$ cat src/rtl/pc_link_stack.sv
// Program counter with a bounded hardware return-address stack.
// Supports byte-lane loads, signed relative branches, and call/return.
module pc_link_stack #(
  parameter int unsigned       ADDR_W      = 16,
  parameter int unsigned       BYTE_W      = 8,
  parameter int unsigned       STEP        = 2,
  parameter int unsigned       STACK_DEPTH = 4,
  parameter logic [ADDR_W-1:0] RESET_PC    = '0
) (
  input  logic                               clock,
  input  logic                               n_reset,
  input  logic [ADDR_W-1:0]                  data_in,
  input  logic [ADDR_W/BYTE_W-1:0]           load_en,
  input  logic                               increase,
  input  logic                               rel_en,
  input  logic [ADDR_W-1:0]                  rel_off,
  input  logic                               call,
  input  logic                               ret,
  input  logic                               err_clr,
  output logic [ADDR_W-1:0]                  pc_out,
  output logic [ADDR_W-1:0]                  link_out,
  output logic [$clog2(STACK_DEPTH+1)-1:0]   depth,
  output logic                               stack_full,
  output logic                               stack_empty,
  output logic                               ovf_err,
  output logic                               unf_err
);

  localparam int unsigned LANES   = ADDR_W / BYTE_W;
  localparam int unsigned DEPTH_W = $clog2(STACK_DEPTH + 1);
  // Storage is sized to the full depth-counter range so it can be indexed
  // directly by depth; slots at or above STACK_DEPTH are never written.
  localparam int unsigned SLOTS   = 1 << DEPTH_W;

  logic [ADDR_W-1:0]  pc_q, pc_d;
  logic [ADDR_W-1:0]  stack_q [SLOTS];
  logic [DEPTH_W-1:0] depth_q, depth_d;
  logic               ovf_q, unf_q;
  logic               ovf_set, unf_set, push;
  logic               is_full, is_empty;
  logic [ADDR_W-1:0]  top, ret_addr;

  assign is_empty = (depth_q == '0);
  assign is_full  = (depth_q == DEPTH_W'(STACK_DEPTH));
  assign top      = stack_q[depth_q - 1'b1];
  assign ret_addr = pc_q + ADDR_W'(STEP);

  always_comb begin
    pc_d    = pc_q;
    depth_d = depth_q;
    push    = 1'b0;
    ovf_set = 1'b0;
    unf_set = 1'b0;
    if (ret) begin
      if (!is_empty) begin
        pc_d    = top;
        depth_d = depth_q - 1'b1;
      end else begin
        unf_set = 1'b1;
      end
    end else if (call) begin
      if (!is_full) begin
        push    = 1'b1;
        pc_d    = data_in;
        depth_d = depth_q + 1'b1;
      end else begin
        ovf_set = 1'b1;
      end
    end else if (|load_en) begin
      for (int unsigned i = 0; i < LANES; i++) begin
        if (load_en[i]) pc_d[i*BYTE_W +: BYTE_W] = data_in[i*BYTE_W +: BYTE_W];
      end
    end else if (rel_en) begin
      pc_d = pc_q + rel_off;
    end else if (increase) begin
      pc_d = pc_q + ADDR_W'(STEP);
    end
  end

  always_ff @(posedge clock) begin
    if (!n_reset) begin
      pc_q    <= RESET_PC;
      depth_q <= '0;
      ovf_q   <= 1'b0;
      unf_q   <= 1'b0;
      for (int unsigned i = 0; i < SLOTS; i++) stack_q[i] <= '0;
    end else begin
      pc_q    <= pc_d;
      depth_q <= depth_d;
      if (push) stack_q[depth_q] <= ret_addr;
      // A new error in the same cycle as err_clr keeps the flag set.
      ovf_q   <= ovf_set | (ovf_q & ~err_clr);
      unf_q   <= unf_set | (unf_q & ~err_clr);
    end
  end

  assign pc_out      = pc_q;
  assign link_out    = is_empty ? '0 : top;
  assign depth       = depth_q;
  assign stack_full  = is_full;
  assign stack_empty = is_empty;
  assign ovf_err     = ovf_q;
  assign unf_err     = unf_q;

endmodule
$ cat config.mk
export PLATFORM = sky130hd
export DESIGN_NAME = pc_link_stack
export DESIGN_NICKNAME = d
export VERILOG_FILES = /design/src/rtl/pc_link_stack.sv
export SDC_FILE = /design/constraint.sdc
export NUM_CORES = 1
export LEC_CHECK = 0
export ABC_CLOCK_PERIOD_IN_PS = 3200
export BUFFER_PORTS_ARGS = -buffer_cell sky130_fd_sc_hd__buf_2
export CAP_MARGIN = 20
export CORE_ASPECT_RATIO = 1.4
export CORE_MARGIN = 8
export CORE_UTILIZATION = 60
export CTS_CLUSTER_SIZE = 25
export DETAILED_ROUTE_END_ITERATION = 12
export PLACE_DENSITY = 0.81
export SLEW_MARGIN = 5
export SYNTH_ARGS = -nofsm -noshare
export SYNTH_HDL_FRONTEND = slang
export SYNTH_SLANG_ARGS = --single-unit
export TNS_END_PERCENT = 1
$ cat constraint.sdc
create_clock -name clock -period 3.2 [get_ports clock]
set_input_delay 0.48 -clock clock [delete_from_list [all_inputs] [get_ports clock]]
set_output_delay 0.48 -clock clock [all_outputs]
set_load 0.02 [all_outputs]
---- Word-level counts from Yosys, hierarchy flattened ----
Memories as Yosys holds them, arrays and structs flattened.
Index checks and enable logic that the tools add are counted.
cells by class
  add/sub/neg operators ................... 4
  multiply operators ...................... 0
  div/mod/pow operators ................... 0
  $lt $le $gt $ge ......................... 0
  eq/ne operators ......................... 6
  shift operators ......................... 0
  mux-type cells .......................... 29
  bitwise operators ....................... 5
  reduce and logical (&&, ||, !) cells .... 8
operators by type and width
  kind                                                                count
  16-bit 2-to-1 mux                                                   9
  16-bit adder                                                        1
  16-bit by 2-bit adder with 16-bit output, second input constant     1
  8-bit 2-to-1 mux                                                    2
  16-bit OR reduction                                                 1
  3-bit 2-to-1 mux                                                    5
  1-bit 2-to-1 mux                                                    13
  4-bit inequality test, second input constant                        2
  4-bit AND reduction                                                 2
  5-bit nonzero test                                                  1
  2-bit inequality test, second input constant                        2
  3-bit by 1-bit adder with 3-bit output, second input constant       1
  3-bit equality test, second input constant                          1
  3-bit zero test                                                     1
  3-bit inequality test, second input constant                        1
  3-bit AND reduction                                                 1
  3-bit by 1-bit subtractor with 3-bit output, second input constant  1
  1-bit AND                                                           2
  1-bit OR                                                            2
  2-bit nonzero test                                                  1
  2-bit OR reduction                                                  1
  1-bit NOT                                                           1
storage, ports and cells
  flip-flop bits (word level) ............. 21
  latch bits .............................. 0
  bits in writable memories ............... 128
  ROM bits ................................ 0
  bits of input ports ..................... 41
  memories ................................ 1
memories
  memory   depth  width  read ports  clocked after memory_dff  wr ports  RTL line  text
  stack_q  8      16     1           0                         8         36        logic [ADDR_W-1:0] stack_q [SLOTS];

---- Logic depth before layout (Yosys ltp) ----
Gate-level depths: netlist (run 1).
  depth in word-level cells ............... 9
  mapped depth ............................ 12

---- Worst setup path before layout (run 1) ----
No wires, ideal clock.
  kind .................................... flip-flop to flip-flop
  start point ............................. register depth_q[0], in the netlist depth[0]
  end point ............................... memory stack_q[6][0], enable pin
  library setup time ...................... 0.372 ns
  arrival ................................. 2.499 ns
  setup slack ............................. 0.329 ns
  stages on the path, launching flop included .. 12
  buffers on the path ..................... 3
  period minus slack after synthesis ...... 2.871 ns
  cells stage by stage .................... dfxtp_1 buf_6 buf_4 inv_1 ha_1 nand2_1 and2_1 nand2_1 nor2_1 nand3_1 clkbuf_1 nand2_1
RTL lines
  element                 RTL line  text
  start, declared         37        logic [DEPTH_W-1:0] depth_q, depth_d;
  start signal, assigned  89        depth_q <= depth_d;
  end, declared           36

---- Worst setup path in the final report (run 1) ----
  start point ............................. register depth_q[1], in the netlist depth[1]
  end point ............................... output link_out[2]
on the way
  word-level cells in the longest chain between the ends .. 3
  elaborated cells on any way between the ends .. 4
RTL lines
  element                                      RTL line  text
  3-bit by 1-bit subtractor with 3-bit output  45        assign top = stack_q[depth_q - 1'b1];
  memory 8 x 16 bit                            --
  16-bit 2-to-1 mux (*)                        98        assign link_out = is_empty ? '0 : top;
  end, declared                                21        output logic [ADDR_W-1:0] link_out,
Mark *: on every way between the ends. The rest lies on a longest branch, timed or not.

==> flow_summary.toml, run 1 <==
[outcome]
run_status = "finished clean"

[detailed_routing]
first_pass_iters = 6
vias = 6313
drt_iter0_drc = 741
antenna_left = 0
drt_wl_total_um = 21800
viasPerCell = 6.44
wire_per_inst_um = 22.2
post-route-drc-count = 0

[synthesis]
yosysSeqAreaShare_pct = 53.2
ys_warn_count = 0
synth_top_cell_area_share_pct = 48.0
synth_edf_count = 128
synth_area_um2 = 8010
synth-seq-cells = 149
syn_inst = 708
syn_avg_cell_area_um2 = 11.3
synth_flop_cell = "edfxtp_1"
synth_area_leaders = "edfxtp_1, mux4_2, nor2_1, dfxtp_1, ha_1"
async_flop_share_pct = 0
synth_fp_nets = 769
ys_types = 70
post-synth-top-area-cell = "edfxtp_1"

[pwr]
swShare_pct = 39.3
ir_drop_uv = 477
leakagePower_nw = 3.51
p_switching_mw = 2.95
power.share.clock_pct = 27.4
p_int_mw = 4.56
total_power_mw = 7.52
combPwrFrac_pct = 39.9
p_per_area_nw_per_um2 = 819
seqPwrFrac_pct = 32.7

[cts]
numCtsBuffers = 17
cts_tree = "built"
cts_buffer_depth = 2
postCtsHoldBufs = 0
clk_latency_ns = 0.43
cts_setup_buffers = 0
h-tree-depth = 4
cts-root-buf = "clkbuf_16"
clkTransAtPathRegs_ns = 0.07
clkSinkCount = 149

[setup_path]
rrSetupSlack_ns = 0.33
worstPathArrival_ns = 2.60
crit_path_start_kind = "register"
crit_path_end_kind = "primary output"
r2r_end = "stack_q[7][15]"
criticalPathCategory = "reg -> out"
timing.rr.start = "pc_out[1]"
worstPathRequired_ns = 2.72
reg2regPathDepth = 6
path_max_fanout = 25

[finish]
layout-drive-gt1-share_pct = 23.0
multi_input_area_um2 = 3450
diodes = 0
synthToLayoutAreaGrowth_pct = 14.6
nFillCells = 888
nNetsFinal = 847
layout.area.seq_um2 = 4270
fin_area_um2 = 9180

[global_routing]
grt_start_max_net_pins = 36
grt.total_usage_pct = 25.7
grt_pass1_vias = 6533
grt_pass1_wl_um = 34200
antenna_found_initial = 0
globalRouteOverflowTotal = 0

[placement]
io_buffers = 79
post_dp_cell_area_um2 = 8570
routabilityCongestion = 0.949
dp_hpwl_um = 15800

[floorplan]
die-area_um2 = 17400
ioPinCount = 80
rows = 50
die_h_um = 153
die_w_um = 114
start_util_pct = 60.7
core_area_um2 = 13200

[sta]
finalSetupViolCount = 0
worstMarginPinSlew_ns = 0.960
rsz0062_at_grt = "false"
hold_viol = 0
fin_crit_sh_pct = 96.2
clock_skew_ns = 0.0101
finalSetupTns_ns = 0
fmax_mhz = 325
drv_slew = 0
slew-limit-headroom_pct = 35.5
min_period_ns = 3.08

[min_path]
hp-start = "data_in[13]"
hold_path_depth = 3
holdPathEnd = "pc_out[13]"
hold_path.class = "in -> reg"

[flow_run]
maxCapViolCount = 0
layer usage:
layer | up-vias | share of wire, % | GRT usage [%]
met4 | 0 | 4.8 | 17.3
met3 | 85 | 7.4 | 6.51
met1 | 3077 | 35 | 26.5
met5 | - | 0 | 0
met2 | 365 | 53 | 44.5
li1 | 2786 | - | -
area by class of cell:
class,instances,share of cell area (%)
sequential,149,46.5
clock inverter,15,2.00
tap,182,2.48
inverter,16,0.654
clock buffer,17,4.63
multi-input combinational,501,37.6
timing repair buffer,101,6.15
sequential cells by signal, summed over array words and instances (netlist names):
register / flops
depth: 3
ovf_err: 1
pc_out: 16
stack_q: 128
unf_err: 1
worst max path at each step:
stage	from	endpoint	slack, ns	cells after the start
2_1_floorplan	depth[0]	stack_q[6][0]	0.33	11
6_report	depth[1]	link_out[2]	0.12	7
4_1_cts	depth[1]	link_out[2]	0.07	7
3_3_place_gp	rel_off[0]	pc_out[12]	0.53	9
3_5_place_dp	rel_off[0]	pc_out[12]	0.45	9
5_1_grt	depth[1]	link_out[2]	0.02	7
timing repair:
action | in CTS | in global routing
hold endpoints to repair | 0 | 0
endpoints found under the setup margin | 0 | 2
resized for setup | 0 | 1
cells by family after synthesis:
group,count (synthesis),share of synthesized area (%)
mux,39,9.87
compound gates,142,12.2
flops,149,53.2
fa+ha+maj,20,3.22
buf+inv,58,3.69
simple gates,274,14.6
xor+xnor,26,3.26
stage by stage:
stage / hold WS, ns / setup slack (ns) / utilization [%] / cells
detailed placement: 0.501 / 0.448 / 64.9 / 949
global route: 0.363 / 0.0182 / 69.5 / 981
global placement: 0.465 / 0.534 / 64.9 / 949
floorplan: 0.547 / 0.329 / - / 708
finish: 0.335 / 0.121 / 69.5 / 981
CTS: 0.331 / 0.0706 / 69.5 / 981
cell usage in the layout, fill, tap and decap left out, drive strengths merged, types with 13 or more instances in the layout:
cell type / n
ha: 19
nand3: 13
edfxtp: 128
nand2: 58
dfxtp: 21
clkbuf: 17
o21ai: 21
a21oi: 43
xnor2: 14
mux4: 32
buf: 101
inv: 23
nor2: 165
critical path, cell delays in order (launching register included):
cell,delay (ns)
dfxtp_1,0.46
inv_1,0.15
ha_1,0.34
buf_6,0.28
mux4_2,0.36
mux2i_1,0.25
nor2_1,0.15
buf_2,0.19
cell usage after synthesis (3+ instances only):
library cell and instances:
a22o_1 5, nor3_1 8, a21oi_1 43, nand3_1 12, and2_1 3, o31ai_1 6
or3_1 5, buf_6 3, ha_1 19, clkbuf_1 18, a22oi_1 4, o21ba_1 3
buf_2 16, edfxtp_1 128, nand2_1 58, a21o_1 4, dfxtp_1 21, a221oi_1 4
o21a_1 4, a32oi_1 4, nor3_2 3, o21ai_0 19, inv_1 12, and3_1 3
mux2i_1 7, nand2b_1 5, nor2_1 163, a31oi_1 9, xor2_1 11, o211ai_1 4
o22ai_1 3, a211oi_1 5, xnor2_1 12, nand4_1 6, mux4_2 32
power groups by stage:
stage	logic, mW	registers [mW]	clock network, mW
floorplan	2.06	2.49	0
global placement	2.84	2.47	0
detailed placement	2.92	2.49	0
CTS	2.96	2.45	2.06
global route	3.17	2.48	2.14
finish	3.00	2.46	2.06
Note: power is estimated with default switching activity, not from simulation.
==> run 2, diff against run 1 <==
Settings changed: PLACE_DENSITY 0.81 to unset, PLACE_DENSITY_LB_ADDON set to 0.05.
==> flow_summary.toml, run 2 (synthesis gave the netlist of run 1 again) <==
[outcome]
run_status = "finished clean"

[setup_path]
path_max_fanout = 32
cp_slowest_cell = "dfxtp_1"
cp_top_family = "buffers and inverters"
worstPathArrival_ns = 2.55
crit_path_end_kind = "primary output"
path_buf_inv = 3
worstPathRequired_ns = 2.72
cp_cell_sequence = "inv_1 -> ha_1 -> buf_12 -> mux4_2 -> mux2i_1 -> nor2_1 -> buf_2"
criticalPathCategory = "reg -> out"
crit_path_start_kind = "register"
max_stage_delay_ns = 0.46

[floorplan]
ioPinCount = 80
core_area_um2 = 13200
start_util_pct = 60.7
rows = 50
die_h_um = 153
die-area_um2 = 17400
die_w_um = 114

[finish]
final_common_cell = "nor2_1"
nFillCells = 961
largest_reg_flops = 128
fin_util_pct = 69.5
diodes = 0
nNetsFinal = 848
fin_area_um2 = 9170
synthToLayoutAreaGrowth_pct = 14.4
layout-drive-gt1-share_pct = 22.9
largest_register = "stack_q"
mostFrequentLayoutCells = "nor2_1, edfxtp_1, buf_2"

[placement]
routabilityCongestion = 0.864
dp_hpwl_um = 15500
post_dp_cell_area_um2 = 8600
io_buffers = 79

[global_routing]
globalRouteOverflowTotal = 0
grt_pass1_wl_um = 33300
grt_start_max_net_pins = 36
grt.total_usage_pct = 25.1
grt_pass1_vias = 6215
antenna_found_initial = 0

[cts]
cts-root-buf = "clkbuf_16"
post_cts_resized = 0
postCtsHoldBufs = 0
clkSinkCount = 149
cts_setup_buffers = 0
clk_latency_ns = 0.42
numCtsBuffers = 17
clkTransAtPathRegs_ns = 0.07
h-tree-depth = 4
cts_buffer_depth = 2
cts_tree = "built"

[pwr]
swShare_pct = 39.2
p_int_mw = 4.49
p_switching_mw = 2.89
p_per_area_nw_per_um2 = 804
seqPwrFrac_pct = 33.3
leakagePower_nw = 3.49
ir_drop_uv = 634
combPwrFrac_pct = 40.5
total_power_mw = 7.38
power.share.clock_pct = 26.2

[sta]
min_period_ns = 3.03
timing.hold.ws_ns = 0.344
finalSetupTns_ns = 0
rsz0062_at_grt = "false"
worstMarginPinSlew_ns = 0.925
fmax_mhz = 330
clock_skew_ns = 0.00773
fin_crit_sh_pct = 94.6
drv_slew = 0
slew-limit-headroom_pct = 37.9
hold_viol = 0
finalSetupViolCount = 0

[detailed_routing]
drt_iter0_drc = 544
drt_wl_total_um = 21300
viasPerCell = 6.13
post-route-drc-count = 0
wire_per_inst_um = 21.7
first_pass_iters = 5
vias = 6015
antenna_left = 0

[flow_run]
maxCapViolCount = 0

[min_path]
hold_path.class = "in -> reg"
run 2: cell types whose count changed in the layout (fill, tap and decap cells not counted):
cell / change
clkinv_4: -3
clkinv_1: +2
inv_6: -1
buf_12: +2
buf_6: -1
clkinvlp_4: +4
inv_8: -1
bufinv_16: -1
run 2: layout make-up:
| class | instances | area [um2] | share of cell area [%] |
|---|---|---|---|
| repair buffers | 102 | 593 | 6.47 |
| clock inverters | 15 | 145 | 1.58 |
| flip-flops and latches | 149 | 4270 | 46.5 |
| well taps | 182 | 228 | 2.48 |
| multi-input cells | 501 | 3450 | 37.7 |
| inverters | 16 | 60.1 | 0.655 |
| clock buffers | 17 | 425 | 4.64 |
run 2: metrics by stage:
stage	setup slack, ns	cells
floorplan	0.329	708
global placement	0.461	950
detailed placement	0.383	950
CTS	0.164	982
global route	0.0641	982
finish	0.173	982
run 2: path summary, 6_finish.rpt:
path	startpoint	endpoint	slack (ns)	cells after the start
max	depth[1]	link_out[2]	0.17	7
min	data_in[13]	pc_out[13]	0.34	3
max reg2reg	pc_out[1]	stack_q[6][15]	0.53	6
min reg2reg	unf_err	unf_err	0.51	2
run 2: per-layer routing:
metal	global-route usage [%]	vias up	share of wire [%]
met3	5.59	36	6.4
met2	44.7	250	53
li1	-	2782	-
met4	10.3	0	2.5
met1	28.0	2947	38
met5	0	-	0
run 2: power by group through the flow:
stage | registers [mW] | logic, mW | clock network (mW)
final | 2.46 | 2.99 | 1.93
after global routing | 2.47 | 3.21 | 2.03
after CTS | 2.45 | 3.00 | 1.95
after detailed placement | 2.49 | 2.98 | 0
after global placement | 2.48 | 2.95 | 0
after floorplan | 2.49 | 2.06 | 0
run 2: worst register-to-register path, cell delays in order, from the launching register on:
cell and delay (ns):
dfxtp_1 0.72, ha_1 0.31, nand4_1 0.26, nor2_2 0.30, nand3_1 0.13, xor2_1 0.56
nor2_1 0.10
==> run 3, diff against run 2 <==
Settings changed: SETUP_SLACK_MARGIN set to 0.3.
==> flow_summary.toml, run 3 (synthesis gave the netlist of run 1 again) <==
[global_routing]
grtUsageMet2_pct = 45.1
grt_use_met1_pct = 28.7
grt_start_max_net_pins = 36
antenna_found_initial = 0
met3_usage_pct = 5.28
grt-busiest-layer = "met2"
grt.total_usage_pct = 25.4
grt_pass1_vias = 6237
globalRouteOverflowTotal = 0
grt_pass1_wl_um = 33700

[setup_path]
cp_slowest_cell = "ha_2"
reg2regPathDepth = 6
timing.rr.start = "pc_out[1]"
criticalPathCategory = "reg -> out"
r2r_end = "stack_q[6][15]"
crit_path_end_kind = "primary output"
worstPathArrival_ns = 2.40
path_max_fanout = 16
rrSetupSlack_ns = 0.51
max_stage_delay_ns = 0.41
cp_cell_sequence = "inv_1 -> ha_2 -> bufbuf_16 -> mux4_2 -> a22o_1 -> buf_2"
worstPathRequired_ns = 2.72
crit_path_start_kind = "register"

[sta]
drv_slew = 0
clock_skew_ns = 0.00822
finalSetupViolCount = 0
hold_viol = 0
finalSetupTns_ns = 0
fmax_mhz = 347
rsz0062_at_grt = "true"
fin_crit_sh_pct = 90.1
min_period_ns = 2.88
worstMarginPinSlew_ns = 0.925
slew-limit-headroom_pct = 37.9

[detailed_routing]
drt_iter0_drc = 593
wire_per_inst_um = 22.0
post-route-drc-count = 0
viasPerCell = 6.23
first_pass_iters = 7
antenna_left = 0
drt_wl_total_um = 21600
vias = 6128

[min_path]
holdPathEnd = "pc_out[13]"
hold_path.class = "in -> reg"
hp-start = "data_in[13]"
hold_path_depth = 3

[finish]
fin_area_um2 = 9210
synthToLayoutAreaGrowth_pct = 14.9
nNetsFinal = 849
multi_input_area_um2 = 3460
diodes = 0
final_common_cell = "nor2_1"
largest_register = "stack_q"
mostFrequentLayoutCells = "nor2_1, edfxtp_1, buf_2"
layout-drive-gt1-share_pct = 23.3
largest_reg_flops = 128
nFillCells = 955
layout.area.seq_um2 = 4270

[pwr]
swShare_pct = 38.9
seqPwrFrac_pct = 32.9
ir_drop_uv = 629
power.share.clock_pct = 25.8
p_int_mw = 4.57
p_per_area_nw_per_um2 = 812
leakagePower_nw = 3.51
combPwrFrac_pct = 41.3
p_switching_mw = 2.91

[floorplan]
rows = 50
core_area_um2 = 13200
start_util_pct = 60.7
die-area_um2 = 17400
die_w_um = 114
die_h_um = 153
ioPinCount = 80

[cts]
clkSinkCount = 149
clk_latency_ns = 0.42
h-tree-depth = 4
cts-root-buf = "clkbuf_16"
numCtsBuffers = 17
cts_buffer_depth = 2
postCtsHoldBufs = 0
cts_tree = "built"
clkTransAtPathRegs_ns = 0.07

[placement]
post_dp_cell_area_um2 = 8600
io_buffers = 79
dp_hpwl_um = 15500
routabilityCongestion = 0.864

[outcome]
run_status = "finished clean"

[flow_run]
maxCapViolCount = 0
run 3: per-layer routing:
metal,part of all wire [%],wire length [um],vias to the layer above
met5,0,0,-
met4,2.8,601,0
met3,7.0,1510,46
met2,53,11500,304
met1,37,8010,2991
li1,-,-,2787
run 3: metrics by stage:
step / power (mW) / worst slack, ns / utilization, % / hold WS (ns) / std cells
global route: 7.82 / 0.242 / 69.8 / 0.363 / 983
finish: 7.48 / 0.318 / 69.8 / 0.345 / 983
floorplan: 4.55 / 0.329 / - / 0.547 / 708
detailed placement: 5.47 / 0.383 / 65.1 / 0.503 / 950
global placement: 5.42 / 0.461 / 65.1 / 0.468 / 950
CTS: 7.49 / 0.286 / 69.7 / 0.336 / 983
run 3: how the worst max path moves through the flow:
stage,cells after the start,to,from,slack (ns)
2_1_floorplan,11,stack_q[6][0],depth[0],0.33
3_3_place_gp,9,pc_out[12],rel_off[0],0.46
3_5_place_dp,9,pc_out[12],rel_off[0],0.38
4_1_cts,6,link_out[8],depth[1],0.29
5_1_grt,7,link_out[3],depth[1],0.24
6_report,6,link_out[8],depth[1],0.32
run 3: cell type report:
type                    instances  share of cell area, %
inverters                      16                  0.652
flip-flops and latches        149                   46.3
repair buffers                103                   6.79
clock buffers                  17                   4.62
multi-input cells             501                   37.6
well taps                     182                   2.47
clock inverters                15                   1.58
run 3: power by group through the flow:
stage	Combinational [mW]	Sequential (mW)	Clock (mW)
floorplan	2.06	2.49	0
CTS	3.09	2.45	1.95
global route	3.32	2.47	2.03
detailed placement	2.98	2.49	0
finish	3.09	2.46	1.93
global placement	2.95	2.48	0
run 3: critical path: cells and delay by family, from the launching register on:
family	cells	cell delay, ns
compound gates	1	0.24
fa+ha+maj	1	0.41
buf+inv	3	0.62
flops	1	0.39
mux	1	0.31
run 3: timing repair:
item,4_1_cts,5_1_grt
gates cloned,1,0
buffers inserted,0,0
resized for setup,1,2
endpoints found under the setup margin,14,15
pin swaps,0,0
